==> config.mk <==
export PLATFORM = sky130hd
export DESIGN_NAME = bcd_countdown_timer
export DESIGN_NICKNAME = d
export VERILOG_FILES = /design/src/rtl/bcd_countdown_timer.sv
export SDC_FILE = /design/constraint.sdc
export NUM_CORES = 1
export LEC_CHECK = 0
export ABC_AREA = 1
export BUFFER_PORTS_ARGS = -buffer_cell sky130_fd_sc_hd__buf_2
export CAP_MARGIN = 30
export CELL_PAD_IN_SITES_DETAIL_PLACEMENT = 1
export CELL_PAD_IN_SITES_GLOBAL_PLACEMENT = 1
export CORE_ASPECT_RATIO = 2
export CORE_MARGIN = 8
export CORE_UTILIZATION = 41
export DETAILED_ROUTE_END_ITERATION = 16
export PLACE_DENSITY = 0.77
export SLEW_MARGIN = 20
export SYNTH_ARGS = -nofsm -noshare
export SYNTH_HDL_FRONTEND = slang
export SYNTH_SLANG_ARGS = --single-unit
==> constraint.sdc <==
create_clock -name clk -period 3.06 [get_ports clk]
set_clock_uncertainty 0.1 [all_clocks]
set_input_delay 0.153 -clock clk [delete_from_list [all_inputs] [get_ports clk]]
set_output_delay 0.153 -clock clk [all_outputs]
set_load 0.05 [all_outputs]
==> src/rtl/bcd_countdown_timer.sv <==
// Loadable MM:SS BCD countdown timer with internal one-second prescaler and active-low 7-segment outputs.
// Digits, segments and status flags are all registered; a decrement lands TICK_DIV cycles after RUN begins.
module bcd_countdown_timer #(
    parameter int TICK_DIV = 50000000
) (
    input  logic       clk,
    input  logic       rst,
    input  logic       load,
    input  logic [3:0] ld_m1,
    input  logic [3:0] ld_m0,
    input  logic [3:0] ld_s1,
    input  logic [3:0] ld_s0,
    input  logic       start,
    input  logic       pause,
    input  logic       clear,
    output logic [3:0] m1,
    output logic [3:0] m0,
    output logic [3:0] s1,
    output logic [3:0] s0,
    output logic [6:0] hex3,
    output logic [6:0] hex2,
    output logic [6:0] hex1,
    output logic [6:0] hex0,
    output logic       running,
    output logic       done,
    output logic       expired,
    output logic       load_err
);

    localparam int PW = (TICK_DIV > 2) ? $clog2(TICK_DIV) : 1;
    localparam logic [PW-1:0] TICK_LAST = PW'(TICK_DIV - 1);

    typedef enum logic [1:0] {S_IDLE, S_RUN, S_PAUSE, S_DONE} state_t;

    state_t        r_state;
    logic [PW-1:0] r_presc;

    logic       w_zero, w_ld_valid, w_load_act, w_load_ok, w_load_bad;
    logic       w_run_cmd, w_tick, w_start, w_dec_zero;
    logic [3:0] w_dm1, w_dm0, w_ds1, w_ds0;
    logic [3:0] w_nm1, w_nm0, w_ns1, w_ns0;

    function automatic logic [6:0] seg7(input logic [3:0] d);
        case (d)
            4'd0:    seg7 = 7'b1000000;
            4'd1:    seg7 = 7'b1111001;
            4'd2:    seg7 = 7'b0100100;
            4'd3:    seg7 = 7'b0110000;
            4'd4:    seg7 = 7'b0011001;
            4'd5:    seg7 = 7'b0010010;
            4'd6:    seg7 = 7'b0000010;
            4'd7:    seg7 = 7'b1111000;
            4'd8:    seg7 = 7'b0000000;
            4'd9:    seg7 = 7'b0011000;
            default: seg7 = 7'b1111111;
        endcase
    endfunction

    // Command decode, highest priority first: clear, load (not in RUN), pause, start.
    assign w_zero     = ({m1, m0, s1, s0} == 16'h0000);
    assign w_ld_valid = (ld_m1 <= 4'd5) && (ld_m0 <= 4'd9) && (ld_s1 <= 4'd5) && (ld_s0 <= 4'd9);
    assign w_load_act = load && !clear && (r_state != S_RUN);
    assign w_load_ok  = w_load_act && w_ld_valid;
    assign w_load_bad = w_load_act && !w_ld_valid;
    assign w_run_cmd  = !clear && (r_state == S_RUN);
    assign w_tick     = w_run_cmd && !pause && (r_presc == TICK_LAST) && !w_zero;
    assign w_start    = !clear && !w_load_act && !pause && start && !w_zero &&
                        ((r_state == S_IDLE) || (r_state == S_PAUSE));
    assign w_dec_zero = ({w_dm1, w_dm0, w_ds1, w_ds0} == 16'h0000);

    always_comb begin
        w_dm1 = m1;
        w_dm0 = m0;
        w_ds1 = s1;
        w_ds0 = s0;
        if (s0 != 4'd0) begin
            w_ds0 = s0 - 4'd1;
        end else begin
            w_ds0 = 4'd9;
            if (s1 != 4'd0) begin
                w_ds1 = s1 - 4'd1;
            end else begin
                w_ds1 = 4'd5;
                if (m0 != 4'd0) begin
                    w_dm0 = m0 - 4'd1;
                end else begin
                    w_dm0 = 4'd9;
                    w_dm1 = m1 - 4'd1;
                end
            end
        end
    end

    always_comb begin
        w_nm1 = m1;
        w_nm0 = m0;
        w_ns1 = s1;
        w_ns0 = s0;
        if (clear) begin
            w_nm1 = 4'd0;
            w_nm0 = 4'd0;
            w_ns1 = 4'd0;
            w_ns0 = 4'd0;
        end else if (w_load_ok) begin
            w_nm1 = ld_m1;
            w_nm0 = ld_m0;
            w_ns1 = ld_s1;
            w_ns0 = ld_s0;
        end else if (w_tick) begin
            w_nm1 = w_dm1;
            w_nm0 = w_dm0;
            w_ns1 = w_ds1;
            w_ns0 = w_ds0;
        end
    end

    // Segments are encoded from the next digit values so they change on the same edge as the digits.
    always_ff @(posedge clk or posedge rst) begin
        if (rst) begin
            m1   <= 4'd0;
            m0   <= 4'd0;
            s1   <= 4'd0;
            s0   <= 4'd0;
            hex3 <= 7'b1000000;
            hex2 <= 7'b1000000;
            hex1 <= 7'b1000000;
            hex0 <= 7'b1000000;
        end else begin
            m1   <= w_nm1;
            m0   <= w_nm0;
            s1   <= w_ns1;
            s0   <= w_ns0;
            hex3 <= seg7(w_nm1);
            hex2 <= seg7(w_nm0);
            hex1 <= seg7(w_ns1);
            hex0 <= seg7(w_ns0);
        end
    end

    always_ff @(posedge clk or posedge rst) begin
        if (rst) begin
            r_state  <= S_IDLE;
            r_presc  <= '0;
            running  <= 1'b0;
            done     <= 1'b0;
            expired  <= 1'b0;
            load_err <= 1'b0;
        end else begin
            expired  <= 1'b0;
            load_err <= w_load_bad;
            if (clear || w_load_ok) begin
                r_state <= S_IDLE;
                r_presc <= '0;
                running <= 1'b0;
                done    <= 1'b0;
            end else if (!w_load_act) begin
                case (r_state)
                    S_IDLE: begin
                        if (w_start) begin
                            r_state <= S_RUN;
                            r_presc <= '0;
                            running <= 1'b1;
                        end
                    end
                    S_PAUSE: begin
                        if (w_start) begin
                            r_state <= S_RUN;
                            running <= 1'b1;
                        end
                    end
                    S_RUN: begin
                        if (pause) begin
                            r_state <= S_PAUSE;
                            running <= 1'b0;
                        end else if (r_presc == TICK_LAST) begin
                            r_presc <= '0;
                            if (w_tick && w_dec_zero) begin
                                r_state <= S_DONE;
                                running <= 1'b0;
                                done    <= 1'b1;
                                expired <= 1'b1;
                            end
                        end else begin
                            r_presc <= r_presc + 1'b1;
                        end
                    end
                    default: ;
                endcase
            end
        end
    end

endmodule

==> flow_summary.yaml <==
timing:
  setup_viol: 0
  timing.slew.headroom: 0.6112
  worstMarginPinSlew_ps: 582.5
  fin_crit_sh: 0.9164
  grt_setup_unrepaired: "yes"
  fmax_ghz: 0.3566
  drv_slew: 0
  whs_ps: 49.95
  hold_viol: 0
  period_needed_ps: 2804
final_layout:
  nets: 828
  diodes: 0
  layout-drive-gt1-share: 0.2268
  area_delta_synth_final_pct: 18.47
  final_core_util: 0.4932
pwr:
  clockPowerShare: 0.505
  comb_power_share: 0.102
  switching_share: 0.2473
  ir_drop_mv: 0.2629
  share_seq_of_total_power: 0.392
  p_int_w: 0.001966
  p_leak_nw: 3.409
  switching_power_w: 0.0006458
  p_per_area_nw_per_um2: 424.3
  finalPower_w: 0.002612
die:
  coreArea_um2: 12480
  rows: 58
  die_h_um: 175.2
  start_util: 0.4163
  die_x_um: 95.61
  ios: 70
  dieArea_um2: 16750
cts:
  cts.sinks: 76
  cts_made_buffers: 9
  clk_latency_ps: 340
  cts_tree: "yes"
  cts_max_level: 3
  clk_pin_slew_worst_paths_ps: 60
  cts_root_buffer: "clkbuf_16"
  clock_path_buffers: 2
yosys:
  syn-cell-area_um2: 5196
  ys_seq_area_frac: 0.3670
  yosysTopAreaCell: "dfrtp_1"
  synth_cell_types: 43
  synth_edf_count: 0
  synth-seq-cells: 76
  synthArstFlopShare: 1.000
  synth.most_common_cell: "nand2_1"
  synthCells: 695
  synth_flop_cell: "dfrtp_1"
  yosysWarnings: 0
  syn-mean-instance-area_um2: 7.477
  synth_top_cells_by_count: "nand2_1, inv_1, nand3_1"
  synthTopCellsByArea: "dfrtp_1, nand2_1, nand3_1, ha_1, inv_1"
  syn_nets: 742
  synth_top_area_frac: 0.3467
global_route:
  grt_first_pass_wirelength_um: 27810
  antenna_found_initial: 0
  grt_use_total: 0.2136
  grt_max_degree: 32
  grt-ovfl-total: 0
  grt_pass1_vias: 5665
detailed_routing:
  ant_nets: 0
  wl_per_cell_um: 17.88
  drc: 0
  post_drt_via_cell_ratio: 5.312
  first_pass_iters: 4
  wirelength_um: 16720
  drt_iter0_drc: 128
  vias: 4967
critical_path:
  end_kind: "register"
  crit_required_ps: 3190
  crit_arrival_ps: 2930
  startpoint_type: "register"
  worstPathMaxFanout: 7
  path_class: "reg -> reg"
place:
  hpwl_um: 13610
  portBuffers: 69
  place.gp.congestion: 0.9200
outcome:
  status: "finished clean"
min_path:
  hold_class: "in -> reg"
flow_run:
  max_cap_viol_count: 0
per-layer routing:
| layer | track usage | routed length, µm | vias up |
|---|---|---|---|
| li1 | - | - | 2402 |
| met1 | 0.1954 | 5653 | 2408 |
| met2 | 0.4146 | 9805 | 107 |
| met3 | 0.03052 | 436 | 50 |
| met4 | 0.1233 | 827 | 0 |
| met5 | 0 | 0 | - |
layout make-up:
type,count,area (µm²)
Multi-Input combinational cell,514,2870
Fill cell,1620,6326
Inverter,96,369.1
Sequential cell,76,1907
Clock inverter,6,136.4
Timing Repair Buffer,84,460.4
Tap cell,150,187.7
Clock buffer,9,225.2
timing repair:
action	4_1_cts	5_1_grt
setup buffers	0	1
endpoints found under the hold margin	28	0
endpoints found under the setup margin	0	5
resized for setup	0	2
hold buffers	1	0
state kept, by name, summed over array words and instances (netlist names):
register / flops
done: 1
expired: 1
hex0: 7
hex1: 7
hex2: 7
hex3: 7
load_err: 1
m0: 4
m1: 4
r_presc: 26
r_state: 2
running: 1
s0: 4
s1: 4
placed cells by master (no fill, tap or decap), drive strengths merged, types with 5 or more instances in the layout:
| cell | instances |
|---|---|
| o21ai | 24 |
| nand3b | 18 |
| ha | 25 |
| nand3 | 87 |
| nor2 | 73 |
| nor3 | 15 |
| dfrtp | 72 |
| nand4 | 13 |
| a21oi | 23 |
| nor4 | 5 |
| xor2 | 6 |
| clkbuf | 9 |
| inv | 95 |
| buf | 83 |
| nand2 | 210 |
power by group through the flow:
stage	Combinational [W]	Sequential, W	Clock (W)
floorplan	0.000141	0.00108	0
global placement	0.000262	0.00104	0
detailed placement	0.000267	0.00104	0
CTS	0.000270	0.00102	0.00134
global route	0.000294	0.00103	0.00139
finish	0.000267	0.00102	0.00132
through the flow:
stage | std cells | cell area [µm²] | TNS [ps] | worst slack (ps)
floorplan | 695 | 5196 | 0 | 346.7
global placement | 918 | 5773 | 0 | 205.6
detailed placement | 918 | 5773 | 0 | 92.86
CTS | 934 | 6145 | 0 | 66.40
global route | 935 | 6156 | -6.740 | -6.740
finish | 935 | 6156 | 0 | 255.7
critical path: stages (launching register included):
cell and delay [ps]:
dfrtp_1 400, ha_1 190, nand2_1 80, nor2_2 300, nand3_4 130, clkinv_1 80, nand3_2 80, nor2_4 190
nand2_1 100, nand3_1 110, nand2_1 160, inv_1 160, ha_1 240, nand3b_1 190, nand3_1 120, nand2_1 60
kinds of logic (layout without fill, tap and decap cells):
kind of cell             count (synthesis)  in the layout  synth area share
flip-flops                              76             76            0.3670
XOR/XNOR                                 8              8           0.01348
adder cells (fa/ha/maj)                 25             25           0.06020
AND/OR/NAND/NOR                        425            425            0.4156
AO/OA/AOI/OAI                           56             56           0.06236
buffers and inverters                  105            195           0.08139
worst paths after layout:
path / slack [ps] / startpoint / cells past startpoint / endpoint
min reg2reg: 400 / running / 2 / running
min in group asynchronous: 300 / rst / 3 / r_presc[3]
max reg2reg: 260 / r_presc[0] / 15 / hex1[3]
min: 50 / ld_m0[0] / 3 / m0[0]
max in group asynchronous: 1770 / rst / 4 / hex2[6]
max: 260 / r_presc[0] / 15 / hex1[3]
Note: power is estimated with default switching activity, not from simulation.
